**src/rtl/decode_seq_ctrl.sv**
```systemverilog
// Multi-cycle control sequencer for the RV32I decoder: fetch, decode, execute,
// data access and writeback, with sticky traps on illegal encodings and bus timeouts.
module decode_seq_ctrl #(
    parameter int unsigned TIMEOUT  = 16,
    parameter int unsigned CNT_W    = 32,
    parameter logic [31:0] NOP_INST = 32'h0000_0013
) (
    input  logic             i_clk,
    input  logic             i_rst_n,
    output logic             o_imem_req,
    input  logic             i_imem_ack,
    input  logic [31:0]      i_imem_rdata,
    output logic [31:0]      o_inst,
    input  logic             i_illegal,
    input  logic             i_is_load,
    input  logic             i_is_store,
    input  logic             i_is_branch,
    input  logic             i_stall,
    output logic             o_dmem_req,
    input  logic             i_dmem_ack,
    output logic             o_rf_we,
    output logic             o_pc_we,
    output logic             o_trap,
    output logic [1:0]       o_trap_cause,
    input  logic             i_trap_clr,
    output logic [CNT_W-1:0] o_cycle,
    output logic [CNT_W-1:0] o_instret,
    output logic [2:0]       o_state
);

    // Bus handshake: a request stays high from the first cycle of FETCH/MEM until
    // the cycle in which the matching ack is seen; ack is sampled only while req is high.

    localparam int unsigned TMO_W = (TIMEOUT > 1) ? $clog2(TIMEOUT) : 1;
    localparam logic [TMO_W-1:0] TMO_LAST = TMO_W'(TIMEOUT - 1);

    localparam logic [1:0] CAUSE_NONE  = 2'd0;
    localparam logic [1:0] CAUSE_FETCH = 2'd1;
    localparam logic [1:0] CAUSE_ILL   = 2'd2;
    localparam logic [1:0] CAUSE_DATA  = 2'd3;

    typedef enum logic [2:0] {
        S_FETCH     = 3'd0,
        S_DECODE    = 3'd1,
        S_EXECUTE   = 3'd2,
        S_MEM       = 3'd3,
        S_WRITEBACK = 3'd4,
        S_TRAP      = 3'd5
    } state_t;

    state_t            state_q, state_d;
    logic [TMO_W-1:0]  tmo_q;
    logic              tmo_expire;
    logic [31:0]       inst_q;
    logic [1:0]        cause_q, cause_d;
    logic              is_load_q, no_rd_q;
    logic              imem_req;
    logic [CNT_W-1:0]  cycle_q, instret_q;

    assign tmo_expire = (tmo_q == TMO_LAST);

    always_comb begin
        state_d    = state_q;
        cause_d    = CAUSE_NONE;
        imem_req   = 1'b0;
        o_dmem_req = 1'b0;
        o_rf_we    = 1'b0;
        o_pc_we    = 1'b0;
        case (state_q)
            S_FETCH: begin
                imem_req = 1'b1;
                if (i_imem_ack) begin
                    state_d = S_DECODE;
                end else if (tmo_expire) begin
                    state_d = S_TRAP;
                    cause_d = CAUSE_FETCH;
                end
            end
            S_DECODE: begin
                if (!i_stall) begin
                    if (i_illegal) begin
                        state_d = S_TRAP;
                        cause_d = CAUSE_ILL;
                    end else begin
                        state_d = S_EXECUTE;
                    end
                end
            end
            S_EXECUTE: begin
                if (!i_stall) begin
                    state_d = (i_is_load || i_is_store) ? S_MEM : S_WRITEBACK;
                end
            end
            S_MEM: begin
                o_dmem_req = 1'b1;
                if (i_dmem_ack) begin
                    if (is_load_q) begin
                        state_d = S_WRITEBACK;
                    end else begin
                        // stores retire straight out of the data access
                        o_pc_we = 1'b1;
                        state_d = S_FETCH;
                    end
                end else if (tmo_expire) begin
                    state_d = S_TRAP;
                    cause_d = CAUSE_DATA;
                end
            end
            S_WRITEBACK: begin
                if (!i_stall) begin
                    o_pc_we = 1'b1;
                    o_rf_we = !no_rd_q;
                    state_d = S_FETCH;
                end
            end
            S_TRAP: begin
                if (i_trap_clr) begin
                    state_d = S_FETCH;
                end
            end
            default: state_d = S_FETCH;
        endcase
    end

    // Gating with reset keeps the fetch request low while reset is held.
    assign o_imem_req = imem_req & i_rst_n;

    always_ff @(posedge i_clk or negedge i_rst_n) begin
        if (!i_rst_n) begin
            state_q   <= S_FETCH;
            tmo_q     <= '0;
            inst_q    <= NOP_INST;
            cause_q   <= CAUSE_NONE;
            is_load_q <= 1'b0;
            no_rd_q   <= 1'b0;
            cycle_q   <= '0;
            instret_q <= '0;
        end else begin
            state_q <= state_d;
            cycle_q <= cycle_q + CNT_W'(1);
            if (o_pc_we) begin
                instret_q <= instret_q + CNT_W'(1);
            end
            if (state_d != state_q) begin
                tmo_q <= '0;
            end else if (state_q == S_FETCH || state_q == S_MEM) begin
                tmo_q <= tmo_q + TMO_W'(1);
            end
            if (state_q == S_FETCH && i_imem_ack) begin
                inst_q <= i_imem_rdata;
            end else if (state_q == S_TRAP && i_trap_clr) begin
                inst_q <= NOP_INST;
            end
            if (state_d == S_TRAP && state_q != S_TRAP) begin
                cause_q <= cause_d;
            end else if (state_q == S_TRAP && i_trap_clr) begin
                cause_q <= CAUSE_NONE;
            end
            // class flags are captured while o_inst is stable in EXECUTE
            if (state_q == S_EXECUTE) begin
                is_load_q <= i_is_load;
                no_rd_q   <= i_is_store || i_is_branch;
            end
        end
    end

    assign o_inst       = inst_q;
    assign o_trap       = (state_q == S_TRAP);
    assign o_trap_cause = cause_q;
    assign o_cycle      = cycle_q;
    assign o_instret    = instret_q;
    assign o_state      = state_q;

endmodule

```
**config.mk**
```make
export PLATFORM = sky130hd
export DESIGN_NAME = decode_seq_ctrl
export DESIGN_NICKNAME = d
export VERILOG_FILES = /design/src/rtl/decode_seq_ctrl.sv
export SDC_FILE = /design/constraint.sdc
export NUM_CORES = 1
export LEC_CHECK = 0
export BUFFER_PORTS_ARGS = -buffer_cell sky130_fd_sc_hd__buf_2
export CAP_MARGIN = 20
export CORE_UTILIZATION = 30
export CTS_CLUSTER_DIAMETER = 150
export DETAILED_ROUTE_END_ITERATION = 8
export PLACE_DENSITY = 0.49
export SYNTH_ARGS = -nofsm -noshare
export SYNTH_HDL_FRONTEND = slang
export SYNTH_SLANG_ARGS = --single-unit
```
**constraint.sdc**
```tcl
create_clock -name i_clk -period 2.3 [get_ports i_clk]
set_input_delay 0.23 -clock i_clk [delete_from_list [all_inputs] [get_ports i_clk]]
set_output_delay 0.23 -clock i_clk [all_outputs]
set_load 0.005 [all_outputs]
```
==> out/qor.log, run 1 <==
INFO  yosys          postSynth.topFlopCell=sky130_fd_sc_hd__dfrtp_1
INFO  setup_path     reg2reg_depth=5
INFO  yosys          postSynthNetCount=443
INFO  timing         slew_violations=0
INFO  clock_tree     clock_buffer_count_from_cts=9
INFO  grt            number_of_antenna_violations_at_the_first_check_in_global_routing=0
INFO  yosys          ys_ff_latch=107
INFO  clock_tree     clock_sinks=107
INFO  clock_tree     tritoncts=done
INFO  floorplan      io_pins=148
INFO  yosys          synth_sequential_area_ratio=57.1%
INFO  yosys          post_synth_instance_area=4690um^2
INFO  grt            number_of_global_route_vias_before_repair=3654
INFO  floorplan      placementRows=45
INFO  yosys          synth_area_per_cell=11.8um^2
INFO  worst_hold_path worst_hold_path_type=in2async
INFO  timing         highest_achievable_clock_rate=470MHz
INFO  route          first_pass_iters=4
INFO  pwr            fin_total_pwr=5600uW
INFO  clock_tree     cts_buffer_depth=2
INFO  place          postPlaceCellArea=5700um^2
INFO  run            maxCapViolCount=0
INFO  setup_path     regToRegStartpoint=o_state[0]
INFO  setup_path     capturing_element_type_of_the_critical_path=primary output
INFO  setup_path     critical_path_arrival=1.90ns
INFO  floorplan      core_box_area=15300um^2
INFO  place          gp_routability_congestion=0.840
INFO  layout         area.growth.synth_to_final=27.7%
INFO  yosys          asyncSetResetFlopFracSynth=100%
INFO  grt            grt.overflow.total=0
INFO  yosys          number_of_enable_flip_flop_cells_after_synthesis=0
INFO  setup_path     path_delay_family=simple AND/OR/NAND/NOR gates
INFO  setup_path     path_buf_inv=1
INFO  grt            grt_pass1_wl=18300um
INFO  route          dr.first_iter.drc_count=187
INFO  layout         drive_gt1_share=34.2%
INFO  place          portBuffers=147
INFO  floorplan      initial_util=30.8%
INFO  pwr            worst_voltage_drop_across_the_vdd_grid=0.444mV
INFO  timing         setup_repair_after_global_routing_missed_its_margin=no
INFO  setup_path     worstPathRequired=2.07ns
INFO  place          dp_hpwl=7970um
INFO  layout         post-route-cell-area=6000um^2
INFO  timing         timing_worst_slew_pin_value=0.838ns
INFO  setup_path     ff2ff_setup_slack=0.18ns
INFO  timing         report.final.setup_viol=0
INFO  route          route.detailed.drc=0
INFO  timing         timing.final.hold_violations=21
INFO  route          wirelength=11000um
INFO  route          routed_length_per_instance=14.4um
INFO  setup_path     timing_worst_setup_path_type=reg2out
INFO  floorplan      die_footprint=16200um^2
INFO  yosys          synthDistinctLibCells=56
INFO  route          dr_total_vias=3557
INFO  setup_path     worst_r2r_endpoint=o_instret[24]
INFO  yosys          yosysTopAreaCellShare=55.4%
INFO  timing         maxSlewHeadroom=44.1%
INFO  pwr            p_leak=0.00307uW
INFO  grt            groute.usage.overall=14.4%
INFO  clock_tree     htreeDepth=3
INFO  pwr            power_per_cell_area=933nW/um^2
INFO  floorplan      die_h=127um
INFO  yosys          yosysTopAreaCell=sky130_fd_sc_hd__dfrtp_1
INFO  yosys          synth.area.top_cells=sky130_fd_sc_hd__dfrtp_1 55%, sky130_fd_sc_hd__xnor2_1 8.2%, sky130_fd_sc_hd__a22o_1 5.4%
INFO  clock_tree     postCtsHoldBufs=0
INFO  clock_tree     cts.reportedPaths.clkPinSlew=0.07ns
INFO  timing         timing.final.crit_share=92.5%
INFO  timing         fin_setup_tns=0ns
INFO  timing         final.setup_skew=0.00806ns
INFO  run_status     failed_checks=negative hold slack
INFO  route          ant_nets=0
INFO  setup_path     crit_path_max_delay_cell_type=sky130_fd_sc_hd__or4b_4
INFO  run_status     status=finished, violations left
INFO  setup_path     cp-start-kind=register
INFO  route          vias_per_cell=4.64
INFO  floorplan      die_width=127um
INFO  setup_path     worstPathCellList=or4b_4, o21ai_2, buf_2
INFO  yosys          synthCells=398
INFO  timing         worst_hold_slack=-0.0397ns
INFO  layout         nNetsFinal=597
INFO  yosys          yosys_warnings=0
INFO  setup_path     critPathMaxStageDelay=0.59ns
INFO  clock_tree     worst_skew_pair.late_latency=0.35ns
INFO  grt            grt_start_max_net_pins=108
INFO  clock_tree     clockRootBuffer=sky130_fd_sc_hd__clkbuf_16
INFO  timing         finalWorstPathRequiredPeriod=2.13ns
INFO  setup_path     worst-path-max-fanout=14
INFO  layout         antennaDiodeCount=0
==> synthesized netlist by cell type, drive strengths merged, types with 3 or more instances <==
| master | number |
|---|---|
| dfrtp | 104 |
| xnor2 | 44 |
| nand2 | 35 |
| a22o | 29 |
| nand3 | 25 |
| nor2 | 20 |
| xor2 | 20 |
| nand4 | 15 |
| inv | 11 |
| nor3 | 11 |
| and3 | 9 |
| and2 | 6 |
| buf | 6 |
| o21ai | 6 |
| and4 | 5 |
| nor2b | 5 |
| a21oi | 4 |
| clkbuf | 4 |
| dfstp | 3 |
| ha | 3 |
| mux2i | 3 |
| nor4 | 3 |
| o22a | 3 |
| o22ai | 3 |
==> cells in the final DEF, fill, tap and decap left out, types with 8 or more instances in the layout <==
cell type | Yosys | layout
sky130_fd_sc_hd__buf_2 | 3 | 146
sky130_fd_sc_hd__dfrtp_1 | 104 | 104
sky130_fd_sc_hd__xnor2_1 | 44 | 44
sky130_fd_sc_hd__nand2_1 | 35 | 35
sky130_fd_sc_hd__a22o_1 | 29 | 29
sky130_fd_sc_hd__nand3_1 | 24 | 23
sky130_fd_sc_hd__nor2_1 | 20 | 20
sky130_fd_sc_hd__xor2_1 | 20 | 20
sky130_fd_sc_hd__nand4_1 | 14 | 14
sky130_fd_sc_hd__inv_1 | 11 | 11
sky130_fd_sc_hd__nor3_1 | 10 | 10
sky130_fd_sc_hd__clkbuf_16 | 0 | 9
sky130_fd_sc_hd__and3_1 | 8 | 8
==> through the flow <==
stage	hold slack [ns]	util [%]	setup WS, ns	cells
after floorplan	-0.0656	-	0.449	398
after global placement	0.397	37.3	0.225	752
after detailed placement	0.398	37.3	0.173	752
after CTS	0.0149	39.3	0.149	767
after global routing	0.0482	39.3	0.0481	767
final	-0.0397	39.3	0.172	767
==> final cells by class <==
cell class | instances | area, um^2
clock inverters | 4 | 51.3
clock buffers | 11 | 243
repair buffers | 153 | 808
well taps | 211 | 264
multi-input cells | 270 | 1910
flip-flops and latches | 107 | 2680
fillers | 1479 | 9260
inverters | 11 | 41.3
==> state kept, by name, indices dropped and copies added (netlist names) <==
name / count
o_state: 3
o_trap_cause: 2
o_instret: 32
o_cycle: 32
no_rd_q: 1
o_inst: 32
is_load_q: 1
tmo_q: 4
==> worst register-to-register path, cell delays in order (launching register included) <==
cell and delay (ns):
sky130_fd_sc_hd__dfrtp_1 0.55, sky130_fd_sc_hd__or4b_4 0.59, sky130_fd_sc_hd__o22ai_4 0.29, sky130_fd_sc_hd__and3_1 0.34
sky130_fd_sc_hd__nand2_1 0.11, sky130_fd_sc_hd__xnor2_1 0.13
==> per-layer routing <==
| layer | GRT usage, % | part of all wire [%] | up-vias |
|---|---|---|---|
| met5 | 0 | 0 | - |
| met4 | 6.23 | 1.8 | 0 |
| met3 | 3.10 | 5.1 | 11 |
| met2 | 23.3 | 46 | 100 |
| met1 | 18.7 | 47 | 1725 |
| li1 | - | - | 1721 |
==> power breakdown <==
group          leakage [uW]  total, uW  internal [uW]  switching, uW
Combinational       0.00153       1510            758            757
Clock              0.000142       1550            869            682
Sequential          0.00140       2530           2250            280
==> how the worst max path moves through the flow <==
stage	startpoint	end	slack [ns]	cells after the start
floorplan	o_state[1]	o_instret[22]	0.45	6
global placement	o_state[0]	o_instret[29]	0.22	5
detailed placement	o_state[0]	o_instret[24]	0.17	5
CTS	o_state[0]	o_pc_we	0.15	3
global route	o_state[0]	o_instret[24]	0.05	5
finish	o_state[0]	o_pc_we	0.17	3
==> logic make-up (layout without fill, tap and decap cells) <==
kind of cell             count (synthesis)  in the layout  share of synthesized area (%)
flip-flops                             107            107                           57.1
buffers and inverters                   21            179                           2.43
AO/OA/AOI/OAI                           53             53                           9.35
AND/OR/NAND/NOR                        145            145                           17.2
adder cells (fa/ha/maj)                  3              3                          0.800
multiplexers                             5              5                           1.12
XOR/XNOR                                64             64                           11.9
==> timing repair <==
action / CTS / global route
gates resized for setup: 0 / 1
hold endpoints to repair: 0 / 0
endpoints found under the setup margin: 0 / 1
buffers inserted: 0 / 0
Note: power is estimated with default switching activity, not from simulation.
==> inputs of run 2 (changes only) <==
==> constraint.sdc (replaced) <==
create_clock -name i_clk -period 2.3 [get_ports i_clk]
set_input_delay 0.46 -clock i_clk [delete_from_list [all_inputs] [get_ports i_clk]]
set_output_delay 0.46 -clock i_clk [all_outputs]
set_load 0.005 [all_outputs]
==> run 2 against run 1 <==
  * The run now ends clean
  * Clock power barely moved
  * Cell area up 0.75%
  * Sequential share of layout area fell by 0.27 points
  * Critical path type unchanged
==> out/qor.log, run 2 (same netlist as run 1, synthesis figures left out) <==
INFO  worst_hold_path worst_hold_path_type=in2async
INFO  layout         seq_cell_area=2690um^2
INFO  floorplan      die_footprint=16200um^2
INFO  layout         drive_gt1_share=35.1%
INFO  run            maxCapViolCount=0
INFO  route          ant_nets=0
INFO  route          route.detailed.drc=0
INFO  clock_tree     worst_skew_pair.late_latency=0.35ns
INFO  place          gp_routability_congestion=0.821
INFO  timing         maxSlewHeadroom=44.2%
INFO  pwr            p_leak=0.00309uW
INFO  layout         multi_input_logic_area=1910um^2
INFO  floorplan      core_box_area=15300um^2
INFO  timing         highest_achievable_clock_rate=451MHz
INFO  floorplan      io_pins=148
INFO  clock_tree     postCtsHoldBufs=0
INFO  place          dp_hpwl=7960um
INFO  setup_path     critPathMaxStageDelay=0.56ns
INFO  floorplan      die_width=127um
INFO  timing         slew_violations=0
INFO  setup_path     ff2ff_setup_slack=0.25ns
INFO  grt            number_of_antenna_violations_at_the_first_check_in_global_routing=0
INFO  place          place.detailed.instances=753
INFO  pwr            fin_total_pwr=5680uW
INFO  timing         timing.final.hold_violations=0
INFO  setup_path     worstPathRequired=1.84ns
INFO  grt            grt_pass1_wl=18800um
INFO  layout         final_common_cell=sky130_fd_sc_hd__buf_2
INFO  clock_tree     tritoncts=done
INFO  setup_path     timing.critical_path.from=o_state[0]
INFO  floorplan      placementRows=45
INFO  pwr            power_per_cell_area=940nW/um^2
INFO  run_status     status=finished clean
INFO  clock_tree     htreeDepth=3
INFO  setup_path     worstPathCellList=or4b_4, o21ai_4, buf_2
INFO  timing         setup_repair_after_global_routing_missed_its_margin=no
INFO  setup_path     cp-start-kind=register
INFO  grt            grt_start_max_net_pins=108
INFO  route          dr_total_vias=3621
INFO  route          wirelength=11200um
INFO  place          portBuffers=147
INFO  layout         nFillCells=1485
INFO  layout         instances_no_fill=772
INFO  layout         nNetsFinal=601
INFO  floorplan      die_h=127um
INFO  layout         area.growth.synth_to_final=28.7%
INFO  clock_tree     cts_buffer_depth=2
INFO  grt            number_of_global_route_vias_before_repair=3699
INFO  setup_path     reg2reg_depth=6
INFO  setup_path     timing_worst_setup_path_type=reg2out
INFO  timing         finalWorstPathRequiredPeriod=2.22ns
INFO  pwr            worst_voltage_drop_across_the_vdd_grid=0.485mV
INFO  setup_path     capturing_element_type_of_the_critical_path=primary output
INFO  setup_path     regToRegStartpoint=o_state[1]
INFO  grt            groute.usage.overall=14.8%
INFO  clock_tree     clockRootBuffer=sky130_fd_sc_hd__clkbuf_16
INFO  grt            grt.overflow.total=0
INFO  layout         final_cell_mix=146 x sky130_fd_sc_hd__buf_2, 101 x sky130_fd_sc_hd__dfrtp_1, 44 x sky130_fd_sc_hd__xnor2_1
INFO  setup_path     worst_r2r_endpoint=tmo_q[0]
INFO  floorplan      initial_util=30.8%
INFO  setup_path     crit_path_max_delay_cell_type=sky130_fd_sc_hd__or4b_4
INFO  route          dr.first_iter.drc_count=204
INFO  route          routed_length_per_instance=14.5um
INFO  timing         timing_worst_slew_pin_value=0.837ns
INFO  timing         timing.final.crit_share=96.4%
INFO  timing         report.final.setup_viol=0
INFO  route          vias_per_cell=4.69
INFO  clock_tree     clock_sinks=107
INFO  timing         fin_setup_tns=0ns
INFO  clock_tree     cts.reportedPaths.clkPinSlew=0.07ns
INFO  setup_path     worst-path-max-fanout=14
INFO  setup_path     critical_path_arrival=1.76ns
INFO  clock_tree     clock_buffer_count_from_cts=9
INFO  timing         final.setup_skew=0.00826ns
INFO  place          postPlaceCellArea=5710um^2
INFO  layout         post-route-cell-area=6040um^2
INFO  layout         antennaDiodeCount=0
INFO  route          first_pass_iters=4
-- run 2: cell count changes in the layout (fill, tap and decap cells not counted), moves of 2 or more --
cell	delta
sky130_fd_sc_hd__buf_4	+4
sky130_fd_sc_hd__dfrtp_1	-3
sky130_fd_sc_hd__dfrtp_2	+3
sky130_fd_sc_hd__inv_6	+2
-- run 2: layer usage --
metal | track usage [%] | wire length (um) | vias to the layer above
met5 | 0 | 0 | -
met2 | 23.6 | 5150 | 111
met1 | 19.2 | 5230 | 1774
met4 | 5.74 | 190 | 0
met3 | 3.98 | 619 | 13
li1 | - | - | 1723
-- run 2: what timing repair did --
item	in CTS	in global routing
gates resized for setup	4	0
endpoints found under the setup margin	1	1
buffers inserted	0	3
-- run 2: worst max-delay path by stage --
stage	endpoint	slack (ns)	cells past startpoint
2_1_floorplan	o_instret[22]	0.44	6
3_3_place_gp	tmo_q[1]	0.15	5
3_5_place_dp	o_instret[29]	0.19	6
4_1_cts	o_pc_we	0.02	3
5_1_grt	o_pc_we	0.02	3
6_report	o_pc_we	0.08	3
-- run 2: cell type report --
type                            instances  area share [%]
Clock inverter                          5           0.994
Sequential cell                       107            44.4
Tap cell                              211            4.37
Multi-Input combinational cell        270            31.6
Timing Repair Buffer                  157            13.9
Inverter                               11           0.683
Clock buffer                           11            4.02
-- run 2: critical path: cells and delay by family, from the launching register on --
| family | cells | cell delay (ns) |
|---|---|---|
| AND/OR/NAND/NOR | 1 | 0.56 |
| flip-flops | 1 | 0.51 |
| AO/OA/AOI/OAI | 1 | 0.15 |
| buffers and inverters | 1 | 0.18 |
-- run 2: metrics by stage --
step | hold WS (ns) | util, % | worst slack, ns
floorplan | 0.164 | - | 0.441
global placement | 0.459 | 37.4 | 0.146
detailed placement | 0.458 | 37.4 | 0.188
CTS | 0.243 | 39.5 | 0.0159
global route | 0.272 | 39.6 | 0.0207
finish | 0.209 | 39.6 | 0.0832
-- run 2: power breakdown --
group / total [uW] / switching, uW / internal, uW / leakage (uW)
clock network: 1580 / 696 / 881 / 0.000147
logic: 1540 / 762 / 779 / 0.00155
registers: 2560 / 303 / 2260 / 0.00140
==> inputs of run 3 (changes only) <==
- RECOVER_POWER: not set -> 50
==> run 3 against run 2 <==
  * Hold slack improved by 0.12 ns
  * Global-route usage stayed put
  * Total power decreased by 0.51%
==> out/qor.log, run 3 (same netlist as run 1, synthesis figures left out) <==
INFO  floorplan      die_h=127um
INFO  route          dr_total_vias=3598
INFO  place          place.detailed.instances=753
INFO  grt            grt.overflow.total=0
INFO  place          portBuffers=147
INFO  timing         setup_repair_after_global_routing_missed_its_margin=no
INFO  clock_tree     htreeDepth=3
INFO  setup_path     worst-path-max-fanout=14
INFO  timing         timing.final.crit_share=96.3%
INFO  clock_tree     clock_buffer_count_from_cts=9
INFO  pwr            pwr-share-seq=45.4%
INFO  pwr            power_per_cell_area=942nW/um^2
INFO  layout         multi_input_logic_area=1910um^2
INFO  grt            number_of_antenna_violations_at_the_first_check_in_global_routing=0
INFO  timing         maxSlewHeadroom=2.19%
INFO  pwr            p_sw=1770uW
INFO  pwr            p_leak=0.00300uW
INFO  pwr            worst_voltage_drop_across_the_vdd_grid=0.486mV
INFO  setup_path     timing_worst_setup_path_type=reg2out
INFO  route          route.detailed.drc=0
INFO  route          wirelength=11200um
INFO  timing         finalWorstPathRequiredPeriod=2.22ns
INFO  floorplan      initial_util=30.8%
INFO  floorplan      die_footprint=16200um^2
INFO  worst_hold_path whs_path_cells=2
INFO  layout         post-route-cell-area=6000um^2
INFO  worst_hold_path sink_of_the_worst_hold_path=o_inst[9]
INFO  route          vias_per_cell=4.66
INFO  grt            number_of_global_route_vias_before_repair=3699
INFO  pwr            switching_share=31.3%
INFO  setup_path     worst_r2r_endpoint=tmo_q[0]
INFO  place          gp_routability_congestion=0.821
INFO  clock_tree     tritoncts=done
INFO  clock_tree     cts_buffer_depth=2
INFO  run            maxCapViolCount=0
INFO  worst_hold_path worst_hold_path_type=in2reg
INFO  timing         fin_setup_tns=0ns
INFO  floorplan      core_box_area=15300um^2
INFO  clock_tree     clock_sinks=107
INFO  layout         final_common_cell=sky130_fd_sc_hd__buf_2
INFO  setup_path     worstPathCellList=or4b_4, o21ai_4, buf_2
INFO  clock_tree     clockRootBuffer=sky130_fd_sc_hd__clkbuf_16
INFO  setup_path     worstPathRequired=1.84ns
INFO  route          dr.first_iter.drc_count=201
INFO  clock_tree     postCtsHoldBufs=0
INFO  layout         instances_no_fill=772
INFO  setup_path     regToRegStartpoint=o_state[1]
INFO  timing         final.setup_skew=0.00839ns
INFO  setup_path     capturing_element_type_of_the_critical_path=primary output
INFO  timing         timing.final.hold_violations=0
INFO  grt            groute.usage.overall=14.8%
INFO  timing         timing_worst_slew_pin_value=1.47ns
INFO  layout         final_cell_mix=122 x sky130_fd_sc_hd__buf_2, 101 x sky130_fd_sc_hd__dfrtp_1, 44 x sky130_fd_sc_hd__xnor2_1
INFO  layout         nFillCells=1498
INFO  setup_path     critPathMaxStageDelay=0.56ns
INFO  floorplan      io_pins=148
INFO  floorplan      placementRows=45
INFO  route          ant_nets=0
INFO  timing         highest_achievable_clock_rate=451MHz
INFO  timing         slew_violations=0
INFO  pwr            power.internal=3880uW
INFO  timing         report.final.setup_viol=0
INFO  layout         area.growth.synth_to_final=27.7%
INFO  setup_path     reg2reg_depth=6
INFO  layout         nNetsFinal=601
INFO  layout         drive_gt1_share=30.7%
INFO  route          first_pass_iters=4
INFO  setup_path     cp-start-kind=register
INFO  clock_tree     worst_skew_pair.late_latency=0.35ns
INFO  worst_hold_path min_from=i_imem_rdata[9]
INFO  floorplan      die_width=127um
INFO  setup_path     ff2ff_setup_slack=0.26ns
INFO  grt            grt_start_max_net_pins=108
INFO  pwr            p_clk_share=27.9%
INFO  route          routed_length_per_instance=14.5um
INFO  run_status     status=finished clean
INFO  grt            grt_pass1_wl=18800um
INFO  pwr            part_of_the_total_power_dissipated_in_combinational_logic=26.7%
INFO  layout         seq_cell_area=2690um^2
INFO  pwr            fin_total_pwr=5650uW
INFO  clock_tree     cts.reportedPaths.clkPinSlew=0.07ns
INFO  setup_path     crit_path_max_delay_cell_type=sky130_fd_sc_hd__or4b_4
INFO  setup_path     critical_path_arrival=1.76ns
INFO  place          postPlaceCellArea=5710um^2
INFO  layout         antennaDiodeCount=0
INFO  place          dp_hpwl=7960um
[run 3: cell count changes in the layout (fill, tap and decap cells not counted)]
cell                       previous run  this run
sky130_fd_sc_hd__buf_1                0         3
sky130_fd_sc_hd__buf_12               2         1
sky130_fd_sc_hd__buf_2              146       122
sky130_fd_sc_hd__buf_4                9         8
sky130_fd_sc_hd__clkbuf_1             1        23
sky130_fd_sc_hd__clkbuf_4             0         1
[run 3: how the worst max path moves through the flow]
stage | from | endpoint | slack (ns) | depth (start not counted)
6_report | o_state[0] | o_pc_we | 0.08 | 3
5_1_grt | o_state[0] | o_pc_we | 0.02 | 3
4_1_cts | o_state[1] | o_pc_we | 0.02 | 3
3_5_place_dp | i_stall | o_instret[29] | 0.19 | 6
3_3_place_gp | o_state[0] | tmo_q[1] | 0.15 | 5
2_1_floorplan | i_stall | o_instret[22] | 0.44 | 6
[run 3: metrics by stage]
stage                     hold slack, ns  utilization (%)  setup WS [ns]
final                              0.329             39.3         0.0848
after global routing               0.316             39.3         0.0207
after CTS                          0.243             39.5         0.0159
after detailed placement           0.458             37.4          0.188
after global placement             0.459             37.4          0.146
after floorplan                    0.164                -          0.441
[run 3: metal layers]
metal  track usage [%]  part of all wire [%]  vias up
li1                  -                     -     1722
met1              19.2                    47     1757
met2              23.6                    46      107
met3              3.98                   5.4       12
met4              5.74                   1.7        0
met5                 0                     0        -
[run 3: area by class of cell]
type,count,area share (%)
flip-flops and latches,107,44.8
multi-input cells,270,31.9
clock buffers,11,4.05
well taps,211,4.40
inverters,11,0.689
clock inverters,5,1.00
repair buffers,157,13.2
[run 3: power by group through the flow]
stage | clock network [uW] | registers, uW | logic, uW
detailed placement | 0 | 2580 | 1540
global placement | 0 | 2580 | 1510
CTS | 1650 | 2570 | 1530
finish | 1580 | 2560 | 1510
floorplan | 0 | 2530 | 918
global route | 1720 | 2620 | 1690
[run 3: what timing repair did]
item	4_1_cts	5_1_grt
gates resized for setup	4	0
cloned	0	0
setup endpoints to repair	1	1
endpoints found under the hold margin	0	0
setup buffers	0	3
[run 3: critical path: cells and delay by family (launching register included)]
| kind | cells | cell delay (ns) |
|---|---|---|
| flip-flops | 1 | 0.51 |
| AND/OR/NAND/NOR | 1 | 0.56 |
| AO/OA/AOI/OAI | 1 | 0.15 |
| buffers and inverters | 1 | 0.18 |
